[config.mk]
export PLATFORM = sky130hd
export DESIGN_NAME = scan_chain_ctrl
export DESIGN_NICKNAME = d
export VERILOG_FILES = /design/src/rtl/scan_chain_ctrl.sv
export SDC_FILE = /design/constraint.sdc
export NUM_CORES = 1
export LEC_CHECK = 0
export ABC_AREA = 1
export CAP_MARGIN = 20
export CORE_MARGIN = 2
export CORE_UTILIZATION = 25
export DETAILED_ROUTE_END_ITERATION = 10
export REMOVE_ABC_BUFFERS = 1
export SYNTH_ARGS = -nofsm -noshare
export SYNTH_HDL_FRONTEND = slang
export SYNTH_SLANG_ARGS = --single-unit
[constraint.sdc]
create_clock -name clk_i -period 13.3 [get_ports clk_i]
set_clock_uncertainty 0.05 [all_clocks]
set_input_delay 2.66 -clock clk_i [delete_from_list [all_inputs] [get_ports clk_i]]
set_output_delay 2.66 -clock clk_i [all_outputs]
set_load 0.005 [all_outputs]
[src/rtl/scan_chain_ctrl.sv]
// Scan-chain controller: shifts a pattern into an external scan chain, optionally
// fires one capture edge, unloads the chain via SO and compares against a reference.
module scan_chain_ctrl #(
   parameter int CHAIN_LEN = 16,
   parameter int CNT_W     = 5,
   parameter int ERR_W     = $clog2(CHAIN_LEN + 1)
) (
   input  logic                 clk_i,
   input  logic                 rstb_i,
   input  logic                 start_i,
   input  logic                 mode_i,
   input  logic [CHAIN_LEN-1:0] pat_in_i,
   input  logic [CHAIN_LEN-1:0] exp_in_i,
   input  logic                 so_i,
   output logic                 se_o,
   output logic                 si_o,
   output logic                 busy_o,
   output logic                 done_o,
   output logic                 pass_o,
   output logic [CHAIN_LEN-1:0] cap_out_o,
   output logic [ERR_W-1:0]     err_cnt_o
);

   // state     | meaning
   // IDLE      | waiting for start_i; SE=SI=0
   // SHIFT_IN  | one edge per pattern bit with SE=1, MSB first
   // CAPTURE   | single functional edge with SE=0 (capture mode only)
   // SHIFT_OUT | one edge per cell with SE=1, SI=0, sampling SO
   // CHECK     | compare unloaded vector, pulse DONE
   typedef enum logic [2:0] {
      IDLE, SHIFT_IN, CAPTURE, SHIFT_OUT, CHECK
   } state_t;

   localparam logic [CNT_W-1:0] CNT_LOAD = CNT_W'(CHAIN_LEN - 1);

   state_t               state_q, state_d;
   logic [CNT_W-1:0]     cnt_q, cnt_d;
   logic [CHAIN_LEN-1:0] cap_q, cap_d;
   logic [CHAIN_LEN-1:0] pat_q, pat_d;
   logic [CHAIN_LEN-1:0] exp_q, exp_d;
   logic                 mode_q, mode_d;
   logic                 se_q, se_d;
   logic                 si_q, si_d;
   logic                 busy_q, busy_d;
   logic                 done_q, done_d;
   logic                 pass_q, pass_d;
   logic [CHAIN_LEN-1:0] cap_out_q, cap_out_d;
   logic [ERR_W-1:0]     err_q, err_d;

   logic [CHAIN_LEN-1:0] diff;
   logic [ERR_W-1:0]     err_sum;

   always_comb begin
      diff    = cap_q ^ (mode_q ? pat_q : exp_q);
      err_sum = '0;
      for (int i = 0; i < CHAIN_LEN; i++) begin
         err_sum = err_sum + ERR_W'(diff[i]);
      end
   end

   always_comb begin
      state_d   = state_q;
      cnt_d     = cnt_q;
      cap_d     = cap_q;
      pat_d     = pat_q;
      exp_d     = exp_q;
      mode_d    = mode_q;
      se_d      = 1'b0;
      si_d      = 1'b0;
      busy_d    = busy_q;
      done_d    = 1'b0;
      pass_d    = pass_q;
      cap_out_d = cap_out_q;
      err_d     = err_q;

      unique case (state_q)
         IDLE: begin
            if (start_i) begin
               pat_d   = pat_in_i;
               exp_d   = exp_in_i;
               mode_d  = mode_i;
               // cap_q doubles as the shift-in source; its MSB feeds the next SI
               cap_d   = {pat_in_i[CHAIN_LEN-2:0], 1'b0};
               si_d    = pat_in_i[CHAIN_LEN-1];
               se_d    = 1'b1;
               cnt_d   = CNT_LOAD;
               busy_d  = 1'b1;
               pass_d  = 1'b0;
               state_d = SHIFT_IN;
            end
         end
         SHIFT_IN: begin
            if (cnt_q != '0) begin
               se_d  = 1'b1;
               si_d  = cap_q[CHAIN_LEN-1];
               cap_d = {cap_q[CHAIN_LEN-2:0], 1'b0};
               cnt_d = cnt_q - CNT_W'(1);
            end else if (mode_q) begin
               se_d    = 1'b1;
               cnt_d   = CNT_LOAD;
               state_d = SHIFT_OUT;
            end else begin
               state_d = CAPTURE;
            end
         end
         CAPTURE: begin
            se_d    = 1'b1;
            cnt_d   = CNT_LOAD;
            state_d = SHIFT_OUT;
         end
         SHIFT_OUT: begin
            cap_d = {cap_q[CHAIN_LEN-2:0], so_i};
            if (cnt_q == '0) begin
               state_d = CHECK;
            end else begin
               se_d  = 1'b1;
               cnt_d = cnt_q - CNT_W'(1);
            end
         end
         CHECK: begin
            done_d    = 1'b1;
            busy_d    = 1'b0;
            cap_out_d = cap_q;
            err_d     = err_sum;
            pass_d    = (err_sum == '0);
            state_d   = IDLE;
         end
         default: state_d = IDLE;
      endcase
   end

   always_ff @(posedge clk_i) begin
      if (!rstb_i) begin
         state_q   <= IDLE;
         cnt_q     <= '0;
         cap_q     <= '0;
         pat_q     <= '0;
         exp_q     <= '0;
         mode_q    <= 1'b0;
         se_q      <= 1'b0;
         si_q      <= 1'b0;
         busy_q    <= 1'b0;
         done_q    <= 1'b0;
         pass_q    <= 1'b0;
         cap_out_q <= '0;
         err_q     <= '0;
      end else begin
         state_q   <= state_d;
         cnt_q     <= cnt_d;
         cap_q     <= cap_d;
         pat_q     <= pat_d;
         exp_q     <= exp_d;
         mode_q    <= mode_d;
         se_q      <= se_d;
         si_q      <= si_d;
         busy_q    <= busy_d;
         done_q    <= done_d;
         pass_q    <= pass_d;
         cap_out_q <= cap_out_d;
         err_q     <= err_d;
      end
   end

   assign se_o      = se_q;
   assign si_o      = si_q;
   assign busy_o    = busy_q;
   assign done_o    = done_q;
   assign pass_o    = pass_q;
   assign cap_out_o = cap_out_q;
   assign err_cnt_o = err_q;

endmodule

==> results of run 1 <==
-- final cells by class --
cell class / instances / area [µm²]
Inverter: 62 / 235
Clock buffer: 10 / 239
Multi-Input combinational cell: 364 / 2020
Timing Repair Buffer: 67 / 673
Clock inverter: 6 / 159
Sequential cell: 83 / 1660
Fill cell: 1732 / 10600
Tap cell: 216 / 270
-- cell families (layout without fill, tap and decap cells) --
logic type | after synthesis | count (layout) | synth area share [%]
xor+xnor | 17 | 17 | 3.68
simple gates | 194 | 194 | 22.2
compound gates | 137 | 137 | 17.2
fa+ha+maj | 16 | 16 | 6.80
buf+inv | 92 | 145 | 9.11
flops | 83 | 83 | 41.0
-- through the flow --
step / util (%) / setup WS, ns
2_1_floorplan: - / 8.75
3_3_place_gp: 30.4 / 8.40
3_5_place_dp: 30.4 / 8.31
4_1_cts: 32.9 / 8.31
5_1_grt: 33.1 / 8.58
6_report: 33.1 / 8.84
-- path summary, 6_finish.rpt --
check | startpoint | end | slack (ns) | cells past startpoint
setup reg to reg | mode_q | pass_o | 8.84 | 17
hold reg to reg | cnt_q[4] | cnt_q[4] | 0.38 | 2
hold / removal | cnt_q[4] | cnt_q[4] | 0.38 | 2
setup / recovery | rstb_i | state_q[2] | 8.84 | 4
-- state kept, by name, indices dropped and copies added (netlist names), 3 cells and up --
signal and count:
cap_out_o 16, cap_q 16, cnt_q 5, err_cnt_o 5, exp_q 16, pat_q 16
state_q 3
-- per-layer routing --
| metal | global-route usage, % | vias to the layer above | wire, µm | part of all wire [%] |
|---|---|---|---|---|
| met5 | 0 | - | 0 | 0 |
| met4 | 3.74 | 0 | 124 | 1.2 |
| met3 | 2.82 | 10 | 493 | 4.6 |
| met2 | 21.8 | 69 | 5050 | 47 |
| met1 | 16.3 | 1608 | 5040 | 47 |
| li1 | - | 1833 | - | - |
-- cells in the mapped netlist, drive strengths merged --
cell / count
clkbuf: 19
dfxtp: 83
fa: 10
nor4: 1
nor3: 2
nand4: 1
or2: 1
a21oi: 63
inv: 61
xnor2: 2
xor2: 15
o21ai: 72
nand2: 98
nand3: 24
clkinv: 1
o211ai: 2
nor2: 51
nand3b: 16
ha: 6
buf: 11
-- critical path, stage by stage --
cell	delay, ns
buf_2	0.08
buf_4	0.47
clkinv_1	0.89
nor4_1	0.51
==> summary.txt, run 1 <==
Synth
  • Post-synthesis sequential area ratio: 41.0%
  • Yosys cell types: 32
  • Synth top area share: 41.0%
  • Synth Register Bits: 83
  • Synth top area cells: dfxtp_1 (41%), nand2_1 (8.7%), o21ai_0 (8.6%), a21oi_1 (7.8%), inv_1 (5.3%)
  • Mean Syn Cell Area: 7.51 µm²
  • Syn Std Cell Area: 4050 µm²
  • Synth warn: 0
  • Synth Instances: 539
  • Post-synth top area cell: dfxtp_1

CTS
  • Clock Pin Slew Worst Setup and Hold Paths: 0.06 ns
  • Clk_lat worst skew: 0.34 ns
  • PostCTS Resize Cnt: 0
  • # H-tree levels: 3
  • Clock buffer depth: 2
  • Clock Sinks: 83
  • Hold_buf cts: 0
  • CTS tree: yes
  • Root buffer cell: clkbuf_16
  • CTS Buf Count: 9
  • Post-CTS Setup Repair Bufs: 0

Timing
  • Max Freq: 224 MHz
  • Period utilization: 33.6%
  • Max transition margin: 39.6%
  • RSZ-0062 raised after global routing: no
  • Hold Slack: 0.383 ns
  • # setup viols final: 0
  • Final hold viol count: 0
  • Slew at the pin closest to its max-slew limit: 0.900 ns
  • Max Transition Viols Final: 0
  • Tmin final: 4.46 ns
  • Setup TNS: 0 ns

Global route
  • Initial antenna violation count: 0
  • Pin count of the biggest net entering global routing: 58
  • Grt total ovfl: 0
  • First-pass GRT wire length: 17700 µm
  • Vias in the first global route: 3457
  • GR Util All Layers: 12.8%

Final layout
  • Fin area: 5260 µm²
  • Non-filler instance count after layout: 808
  • Area grow syn2layout: 29.8%
  • Fin nets: 640
  • Layout cell share with drive strength beyond 1: 6.42%
  • N_diodes: 0
  • Commonest non-fill, non-tap cell in the layout: nand2_1
  • Commonest non-fill, non-tap cells in the layout: nand2_1 (94), dfxtp_1 (83), o21ai_0 (70), a21oi_1 (63), clkdlybuf4s50_1 (61)

Setup path
  • Crit end category: flip-flop
  • Type of the worst setup path: input pin to flip-flop
  • Critical Path AT: 4.64 ns
  • Crit-path max FO: 57
  • Setup crit start kind: input pin
  • CP required: 13.48 ns

Die
  • Core Region: 15900 µm²
  • I/O Pins: 63
  • Die outline height: 131 µm
  • Initial Util: 25.5%
  • Die W: 131 µm
  • Die area: 17200 µm²
  • Core Rows: 46

Drt
  • Via count: 3520
  • DR vias/cell: 4.36
  • DRT Pass-1 Iters: 4
  • Final antenna-violating net count: 0
  • Avg WL per Cell: 13.3 µm
  • DRT Wirelength: 10700 µm
  • DRT iter0 DRCs: 176
  • Drt drc: 0

Min path
  • Hold crit path type: flip-flop to flip-flop

Placement
  • Post-DP HPWL: 7180 µm
  • Placed cells: 791
  • Port Buffer Count: 62
  • Dpl cell area: 4830 µm²
  • Gpl congestion: 0.800

Run
  • Max-cap violation count: 0

Outcome
  • Status: finished clean
Power of run 1 is not shown: default switching activity piles up to over one toggle a cycle in this logic, so the estimate is an artifact.
==> run 2: changes to the inputs <==
- clock period: 13.3 -> 3.96 ns (I/O delays scaled with it)
==> summary.txt, run 2 (same netlist as run 1, synthesis figures left out) <==
CTS
  • Root buffer cell: clkbuf_16
  • CTS Buf Count: 9 (unchanged)
  • # H-tree levels: 3 (unchanged)
  • Clock Sinks: 83 (unchanged)
  • Clock buffer depth: 2 (unchanged)
  • Clock Pin Slew Worst Setup and Hold Paths: 0.06 ns (about the same)
  • Clk_lat worst skew: 0.33 ns (about the same)
  • CTS tree: yes

Placement
  • Gpl congestion: 0.805 (+0.57%)
  • Pre-CTS setup slack: -0.394 ns (-8.70 ns)
  • Port Buffer Count: 62 (unchanged)
  • Post-DP HPWL: 7510 µm (+4.6%)

Setup path
  • Worst R2R Start: mode_q
  • Depth of the most critical reg-to-reg path: 21 (+4)
  • Crit-path cells: buf_8 -> buf_12 -> nand2_4 -> o21ai_4 -> xor2_1 -> fa_1 -> inv_1 -> fa_1 -> fa_1 -> inv_2 -> fa_1 -> inv_1 -> ha_2 -> fa_2 -> nand2_1 -> nand2_1 -> nand2_2 -> buf_4 -> buf_6 -> buf_4 -> a21oi_1
  • Crit-path max FO: 7 (-88%)
  • R2R setup slack: -0.28 ns (-9.12 ns)
  • Worst Setup SP: mode_q
  • Setup crit start kind: flip-flop
  • Most Frequent Cell on Critical Path: fa_1
  • Slowest cell on the critical path: fa_1
  • Type of the worst setup path: flip-flop to flip-flop
  • Largest stage delay on the critical path: 0.51 ns (-0.38 ns)
  • R2r endpoint: err_cnt_o[4]
  • CP required: 4.13 ns (-9.35 ns)
  • Crit end category: flip-flop
  • Critical Path AT: 4.41 ns (-0.23 ns)

Final layout
  • Commonest non-fill, non-tap cells in the layout: nand2_1 (88), dfxtp_1 (82), o21ai_0 (61), a21oi_1 (61), clkdlybuf4s50_1 (61)
  • Commonest non-fill, non-tap cell in the layout: nand2_1
  • Area grow syn2layout: 37.7%
  • Layout cell share with drive strength beyond 1: 15.4% (+9.0 points)
  • N_diodes: 0 (unchanged)
  • # fillers: 1689 (-2.5%)
  • Fin nets: 676 (+5.6%)

Timing
  • Period utilization: 107%
  • Tmin final: 4.24 ns
  • Max transition margin: 37.5% (-2.2 points)
  • Max Freq: 236 MHz
  • Final hold viol count: 0 (unchanged)
  • RSZ-0062 raised after global routing: yes
  • # setup viols final: 4 (+4)
  • Max Transition Viols Final: 0 (unchanged)
  • Worst Slack Setup Final: -0.282 ns (-9.12 ns)
  • Slew at the pin closest to its max-slew limit: 0.932 ns (+0.0324 ns)

Min path
  • Hold_sp: cnt_q[4]
  • Hold crit path type: flip-flop to flip-flop
  • Hold path cells: 2 (unchanged)
  • Hold EP: cnt_q[4]

Die
  • Core Rows: 46 (unchanged)
  • Die W: 131 µm (unchanged)
  • I/O Pins: 63 (unchanged)
  • Initial Util: 25.5% (unchanged)
  • Die area: 17200 µm² (unchanged)
  • Die outline height: 131 µm (unchanged)
  • Core Region: 15900 µm² (unchanged)

Drt
  • DRT iter0 DRCs: 189 (+7.4%)
  • Avg WL per Cell: 13.1 µm (-1.3%)
  • DRT Wirelength: 11000 µm (+3.1%)
  • DR vias/cell: 4.25 (-2.4%)
  • Via count: 3588 (+1.9%)
  • Final antenna-violating net count: 0 (unchanged)
  • DRT Pass-1 Iters: 4 (unchanged)
  • Drt drc: 0 (unchanged)

Global route
  • Grt total ovfl: 0 (unchanged)
  • Pin count of the biggest net entering global routing: 57 (-1.7%)
  • Vias in the first global route: 3517 (+1.7%)
  • First-pass GRT wire length: 18300 µm (+3.0%)
  • Initial antenna violation count: 0 (unchanged)
  • GR Util All Layers: 13.3% (+0.46 points)

Outcome
  • Violated checks: negative setup slack
  • Status: finished, violations left

Run
  • Max-cap violation count: 0 (unchanged)
## run 2: changes by cell type in the layout (fill, tap and decap cells not counted), moves of 4 or more
cell       previous run  this run
o21ai_0              70        61
o21ai_2               2         7
bufinv_16             5         1
buf_4                 4        34
nand2_1              94        88
buf_6                 0         5
## run 2: layer usage
metal	GRT usage [%]	up-vias	share of wire, %
met1	17.5	1617	48
met4	3.62	0	0.44
met3	3.51	2	4.5
li1	-	1900	-
met5	0	-	0
met2	21.5	69	47
## run 2: how the worst max path moves through the flow
| stage | to | slack (ns) |
|---|---|---|
| after floorplan | pass_o | -0.59 |
| after global placement | pass_o | -0.33 |
| after detailed placement | pass_o | -0.39 |
| after CTS | pass_o | -0.21 |
| after global routing | pass_o | -0.43 |
| final | err_cnt_o[4] | -0.28 |
## run 2: area by class of cell
cell class	instances	area (µm²)	share of cell area, %
well taps	216	270	4.85
inverters	62	235	4.22
clock buffers	12	246	4.42
flip-flops and latches	83	1670	29.9
clock inverters	4	50.0	0.897
multi-input cells	364	2150	38.5
repair buffers	103	962	17.3
## run 2: what timing repair did
item | in CTS | in global routing
buffers inserted | 3 | 4
setup endpoints to repair | 5 | 5
pin swaps | 23 | 14
hold buffers | 0 | 0
resized for setup | 27 | 22
gates cloned | 1 | 0
## run 2: per-stage QoR
stage / util, % / setup TNS [ns] / hold WS [ns] / area (µm²) / std cells
final: 35.1 / -0.884 / 0.388 / 5580 / 844
after global routing: 35.1 / -1.62 / 0.429 / 5580 / 844
after CTS: 34.3 / -0.545 / 0.386 / 5450 / 840
after detailed placement: 31.8 / -1.10 / 0.377 / 5050 / 820
after global placement: 31.8 / -0.827 / 0.373 / 5050 / 820
after floorplan: - / -1.92 / 0.362 / 3920 / 509
## run 2: worst max-delay path, delay by kind of cell, from the launching register on
kind | cells | cell delay, ns
buf+inv | 8 | 0.67
flops | 1 | 0.37
xor+xnor | 1 | 0.17
fa+ha+maj | 6 | 2.51
simple gates | 4 | 0.26
compound gates | 2 | 0.10
Power of run 2 is left out for the same reason.
